**config.mk**
```make
export PLATFORM = sky130hd
export DESIGN_NAME = keypad_entry_ctrl
export DESIGN_NICKNAME = d
export VERILOG_FILES = /design/src/rtl/keypad_entry_ctrl.sv
export SDC_FILE = /design/constraint.sdc
export NUM_CORES = 1
export LEC_CHECK = 0
export BUFFER_PORTS_ARGS = -buffer_cell sky130_fd_sc_hd__buf_2
export CORE_MARGIN = 8
export CORE_UTILIZATION = 55
export CTS_BUF_LIST = sky130_fd_sc_hd__clkbuf_8 sky130_fd_sc_hd__clkbuf_16
export CTS_CLUSTER_SIZE = 30
export DETAILED_ROUTE_END_ITERATION = 10
export PLACE_DENSITY = 0.86
export SLEW_MARGIN = 30
export SYNTH_ARGS = -nofsm -noshare
export SYNTH_HDL_FRONTEND = slang
export SYNTH_SLANG_ARGS = --single-unit
export TNS_END_PERCENT = 5
```
**constraint.sdc**
```tcl
create_clock -name clock -period 6.06 [get_ports clock]
set_input_delay 0.303 -clock clock [delete_from_list [all_inputs] [get_ports clock]]
set_output_delay 0.303 -clock clock [all_outputs]
set_load 0.03 [all_outputs]
```
**src/rtl/keypad_entry_ctrl.sv**
```systemverilog
// Microwave keypad front end: debounces the one-hot digit keys, shifts digits into an
// M:ST:SO BCD entry buffer and offers the entry to the countdown datapath on start.
module keypad_entry_ctrl #(
    parameter int DEBOUNCE_CYCLES = 4
) (
    input  logic       clock,
    input  logic       resetn,
    input  logic [9:0] keypad,
    input  logic       startn,
    input  logic       clearn,
    input  logic       entry_en,
    input  logic       load_ready,
    output logic [3:0] min_bcd,
    output logic [3:0] sec_tens_bcd,
    output logic [3:0] sec_ones_bcd,
    output logic       entry_valid,
    output logic       load_valid,
    output logic       key_err
);
    localparam int CW = $clog2(DEBOUNCE_CYCLES + 1);
    localparam logic [CW-1:0] CNT_MAX = CW'(DEBOUNCE_CYCLES);

    typedef enum logic [1:0] {IDLE, ENTRY, LOAD} state_t;

    state_t        state_q, state_d;
    logic [9:0]    key_q;
    logic [CW-1:0] cnt_q, cnt_d;
    logic          latch_q, latch_d;
    logic          startn_q;
    logic [3:0]    min_q, min_d, tens_q, tens_d, ones_q, ones_d;
    logic          key_err_q, key_err_d;

    logic          stable, press_evt, start_evt, start_bad;
    logic [3:0]    key_digit;

    // Binary encode of the pressed key: bit gi of the digit is the OR of every key whose index has bit gi set.
    genvar gi, gj;
    generate
        for (gi = 0; gi < 4; gi++) begin : g_enc
            logic [9:0] mask;
            for (gj = 0; gj < 10; gj++) begin : g_bit
                if (((gj >> gi) & 1) == 1) begin : g_on
                    assign mask[gj] = keypad[gj];
                end else begin : g_off
                    assign mask[gj] = 1'b0;
                end
            end
            assign key_digit[gi] = |mask;
        end
    endgenerate

    always_comb begin
        cnt_d = cnt_q;
        if (keypad != key_q) begin
            cnt_d = CW'(1);
        end else if (cnt_q != CNT_MAX) begin
            cnt_d = cnt_q + CW'(1);
        end

        stable    = (cnt_d == CNT_MAX);
        press_evt = stable && (keypad != '0) && !latch_q;
        start_evt = startn_q && !startn;
        start_bad = ({min_q, tens_q, ones_q} == 12'd0) || (tens_q > 4'd5);

        // The latch records any debounced press, even one that is discarded or erroneous.
        latch_d = latch_q;
        if (press_evt) begin
            latch_d = 1'b1;
        end else if (stable && (keypad == '0)) begin
            latch_d = 1'b0;
        end
    end

    always_comb begin
        state_d   = state_q;
        min_d     = min_q;
        tens_d    = tens_q;
        ones_d    = ones_q;
        key_err_d = 1'b0;

        if (!clearn) begin
            state_d = IDLE;
            min_d   = 4'd0;
            tens_d  = 4'd0;
            ones_d  = 4'd0;
        end else begin
            case (state_q)
                LOAD: begin
                    if (load_ready) begin
                        state_d = IDLE;
                        min_d   = 4'd0;
                        tens_d  = 4'd0;
                        ones_d  = 4'd0;
                    end
                end
                IDLE, ENTRY: begin
                    // A start in ENTRY takes the edge, so a coincident key accept is dropped.
                    if (entry_en) begin
                        if (start_evt && (state_q == ENTRY)) begin
                            if (start_bad) begin
                                key_err_d = 1'b1;
                            end else begin
                                state_d = LOAD;
                            end
                        end else if (press_evt) begin
                            if ($onehot(keypad)) begin
                                min_d   = tens_q;
                                tens_d  = ones_q;
                                ones_d  = key_digit;
                                state_d = ENTRY;
                            end else begin
                                key_err_d = 1'b1;
                            end
                        end
                    end
                end
                default: state_d = IDLE;
            endcase
        end
    end

    always_ff @(posedge clock or negedge resetn) begin
        if (!resetn) begin
            state_q   <= IDLE;
            key_q     <= '0;
            cnt_q     <= '0;
            latch_q   <= 1'b0;
            startn_q  <= 1'b1;
            min_q     <= 4'd0;
            tens_q    <= 4'd0;
            ones_q    <= 4'd0;
            key_err_q <= 1'b0;
        end else begin
            state_q   <= state_d;
            key_q     <= keypad;
            cnt_q     <= cnt_d;
            latch_q   <= latch_d;
            startn_q  <= startn;
            min_q     <= min_d;
            tens_q    <= tens_d;
            ones_q    <= ones_d;
            key_err_q <= key_err_d;
        end
    end

    assign min_bcd      = min_q;
    assign sec_tens_bcd = tens_q;
    assign sec_ones_bcd = ones_q;
    assign entry_valid  = (state_q != IDLE);
    assign load_valid   = (state_q == LOAD);
    assign key_err      = key_err_q;
endmodule

```
==> metrics.txt <==
# TYPE chip_impl_metric gauge
chip_impl_info{name="status",value="finished, final reports clean"} 1
chip_impl_metric{name="layout.filler_cells",unit=""} 219
chip_impl_metric{name="power.ir.vdd_worst",unit="uV"} 204
chip_impl_metric{name="synth.lib_cells_used.distinct",unit=""} 42
chip_impl_metric{name="largest_buffer_count_on_any_clock_path",unit=""} 2
chip_impl_metric{name="setup_tns",unit="ps"} 0
chip_impl_metric{name="via_count_of_the_first_global_routing_pass",unit=""} 1274
chip_impl_metric{name="num_antenna_cells",unit=""} 0
chip_impl_info{name="path_class",value="in -> reg"} 1
chip_impl_metric{name="worst_slew_pin_slew",unit="ps"} 647
chip_impl_metric{name="ctsHoldBuffers",unit=""} 0
chip_impl_info{name="yosys-top-cells-area",value="dfrtp_1 45%, fa_1 7.4%, xnor2_1 5.9%"} 1
chip_impl_metric{name="max-cap-violations",unit=""} 0
chip_impl_metric{name="synth-edff-count",unit=""} 0
chip_impl_metric{name="place.gp.congestion",unit=""} 0.861
chip_impl_info{name="layout.cells.most_common",value="buf_2"} 1
chip_impl_metric{name="clk_pin_slew",unit="ps"} 60
chip_impl_metric{name="syn-instance-count",unit=""} 150
chip_impl_metric{name="grtUsageTotal",unit="%"} 15.3
chip_impl_metric{name="ys_seq_elements",unit=""} 30
chip_impl_metric{name="grt_first_pass_wirelength",unit="mm"} 6.11
chip_impl_metric{name="power_density",unit="mW/mm2"} 252
chip_impl_metric{name="final_critical_path_setup_slack",unit="ps"} 2050
chip_impl_metric{name="detail-route-antenna-nets",unit=""} 0
chip_impl_metric{name="grt_antenna_before_repair",unit=""} 0
chip_impl_metric{name="route.detailed.vias_per_inst",unit=""} 5.71
chip_impl_metric{name="drt-initial-drc-count",unit=""} 95
chip_impl_metric{name="vias",unit=""} 1227
chip_impl_metric{name="synthesized_nets",unit=""} 178
chip_impl_info{name="timing.critical_path.from_type",value="primary input"} 1
chip_impl_metric{name="slew_violations",unit=""} 0
chip_impl_info{name="rsz0062_at_grt",value="false"} 1
chip_impl_info{name="root_buffer",value="clkbuf_8"} 1
chip_impl_metric{name="insertion_delay_to_the_later_sink_of_the_worst_skew_pair",unit="ps"} 280
chip_impl_metric{name="floorplan.rows",unit=""} 19
chip_impl_metric{name="yosysWarningCount",unit=""} 0
chip_impl_metric{name="avg_synthesized_cell_area",unit="um2"} 10.9
chip_impl_metric{name="top_level_ports",unit=""} 31
chip_impl_metric{name="floorplan.die.width",unit="um"} 70.4
chip_impl_metric{name="tritoncts_num_sinks",unit=""} 30
chip_impl_metric{name="total_clock_buffers_created_by_cts",unit=""} 5
chip_impl_metric{name="dp_hpwl",unit="mm"} 2.56
chip_impl_info{name="cts_tree",value="done"} 1
chip_impl_metric{name="start_util",unit="%"} 58.6
chip_impl_metric{name="ffs_w_async_s_r_synth",unit="%"} 100
chip_impl_metric{name="maximum_number_of_pins_on_one_net_before_global_route_repair",unit=""} 31
chip_impl_info{name="dominantRegCellSynth",value="dfrtp_1"} 1
chip_impl_info{name="synth_top_area_cell",value="dfrtp_1"} 1
chip_impl_metric{name="worst-endpoint-arrival",unit="ps"} 4160
chip_impl_metric{name="detailedPlace.worstSlack",unit="ps"} 1840
chip_impl_metric{name="post-route-period-util",unit="%"} 66.2
chip_impl_metric{name="fp.dieH",unit="um"} 70.4
chip_impl_metric{name="design.final.nets",unit=""} 212
chip_impl_metric{name="regToRegSetupSlack",unit="ps"} 3210
chip_impl_metric{name="relSlewSlack",unit="%"} 56.5
chip_impl_metric{name="synth_top_area_share",unit="%"} 44.5
chip_impl_metric{name="buffers_inserted_during_post_cts_setup_optimization",unit=""} 0
chip_impl_metric{name="cp.required",unit="ps"} 6200
chip_impl_info{name="final_cell_mix",value="30 x buf_2, 29 x dfrtp_1, 17 x inv_1"} 1
chip_impl_info{name="timing.critical_path.to_type",value="flip-flop"} 1
chip_impl_metric{name="drc_errors",unit=""} 0
chip_impl_metric{name="setup_viol_count_final",unit=""} 0
chip_impl_metric{name="fmax",unit="GHz"} 0.249
chip_impl_metric{name="die_area",unit="mm2"} 0.00496
chip_impl_metric{name="placeableCoreArea",unit="mm2"} 0.00278
chip_impl_metric{name="finClkSkew",unit="ps"} 3.85
chip_impl_metric{name="cts_max_level",unit=""} 2
chip_impl_metric{name="overflow_left_after_global_routing",unit=""} 0
chip_impl_metric{name="synth-seq-area-share",unit="%"} 46.2
chip_impl_metric{name="share_of_cells_above_drive_strength_1",unit="%"} 22.8
chip_impl_info{name="hold_path_class",value="in -> async"} 1
chip_impl_metric{name="avgRoutedWirePerCell",unit="um"} 16.3
chip_impl_metric{name="buffer_ports.inserted",unit=""} 30
chip_impl_metric{name="period_needed",unit="ps"} 4010
chip_impl_metric{name="timing.critical_path.fanout_max",unit=""} 12
chip_impl_metric{name="total_leakage_power",unit="nW"} 0.962
chip_impl_metric{name="cts_repair_resize_count",unit=""} 0
chip_impl_metric{name="drt_pre_antenna_iters",unit=""} 4
chip_impl_metric{name="finalHoldViolCount",unit=""} 0
chip_impl_metric{name="synth.cell_area",unit="mm2"} 0.00163
chip_impl_metric{name="routed_wl",unit="mm"} 3.50
chip_impl_metric{name="area_delta_synth_final",unit="%"} 17.3
## path summary, 6_finish.rpt
kind                            from              end  depth (start not counted)
max reg2reg                 cnt_q[0]  sec_ones_bcd[2]                          7
max                        keypad[0]  sec_ones_bcd[2]                         14
min in group clock            startn         startn_q                          1
min reg2reg                  latch_q          latch_q                          1
max in group asynchronous     resetn         cnt_q[2]                          1
min                           resetn       state_q[1]                          1
## layer usage
metal | GRT usage (%) | vias up | routed length, um
met5 | 0 | - | 0
met1 | 17.9 | 588 | 1540
li1 | - | 591 | -
met2 | 23.3 | 38 | 1610
met4 | 6.70 | 0 | 101
met3 | 7.20 | 10 | 242
## report_power, final
part           switching, mW  internal (mW)  total [mW]
clock                 0.0709          0.131       0.202
combinational         0.0420         0.0303      0.0723
sequential           0.00165          0.204       0.206
total                  0.115          0.366       0.481
## cells in the mapped netlist (all sizes together), types with 4 or more instances
library cell   n
dfrtp         29
inv           17
nand2         16
xnor2         11
o2bb2ai        8
fa             6
ha             6
nor2           6
nor4           4
o22ai          4
## state kept, by name, indices dropped and copies added, names as in the netlist
name,cells
cnt_q,3
sec_tens_bcd,4
state_q,2
key_q,10
sec_ones_bcd,4
key_err,1
latch_q,1
min_bcd,4
startn_q,1
## area by class of cell
class | instances | area, um2 | share of cell area, %
inverters | 17 | 63.8 | 3.34
clock inverters | 1 | 30.0 | 1.57
well taps | 31 | 38.8 | 2.03
clock buffers | 6 | 82.6 | 4.32
flip-flops and latches | 30 | 752 | 39.4
repair buffers | 30 | 150 | 7.86
multi-input cells | 100 | 793 | 41.5
## per-stage QoR
step / power [mW] / util (%) / std cells / hold slack (ps) / area [um2]
5_1_grt: 0.504 / 68.7 / 215 / 99.1 / 1910
4_1_cts: 0.483 / 68.7 / 215 / 60.9 / 1910
2_1_floorplan: 0.254 / - / 150 / 7.41 / 1630
6_report: 0.481 / 68.7 / 215 / 48.6 / 1910
3_3_place_gp: 0.274 / 64.6 / 208 / 361 / 1800
3_5_place_dp: 0.279 / 64.6 / 208 / 365 / 1800
## worst max-delay path: stages
cell       delay (ps)
buf_2             130
fa_1              500
fa_1              510
inv_1              50
fa_1              420
inv_1              60
ha_1              150
inv_1              50
fa_1              370
a2111oi_0         430
o211ai_1          200
and3_1            250
nor4b_4           550
o22ai_1           190
## cell families after synthesis
logic type	share of synthesized area (%)
simple gates	17.5
flops	46.2
compound gates	13.3
buf+inv	5.15
fa+ha+maj	12.0
xor+xnor	5.91
Power figures use the tool's default switching activity.
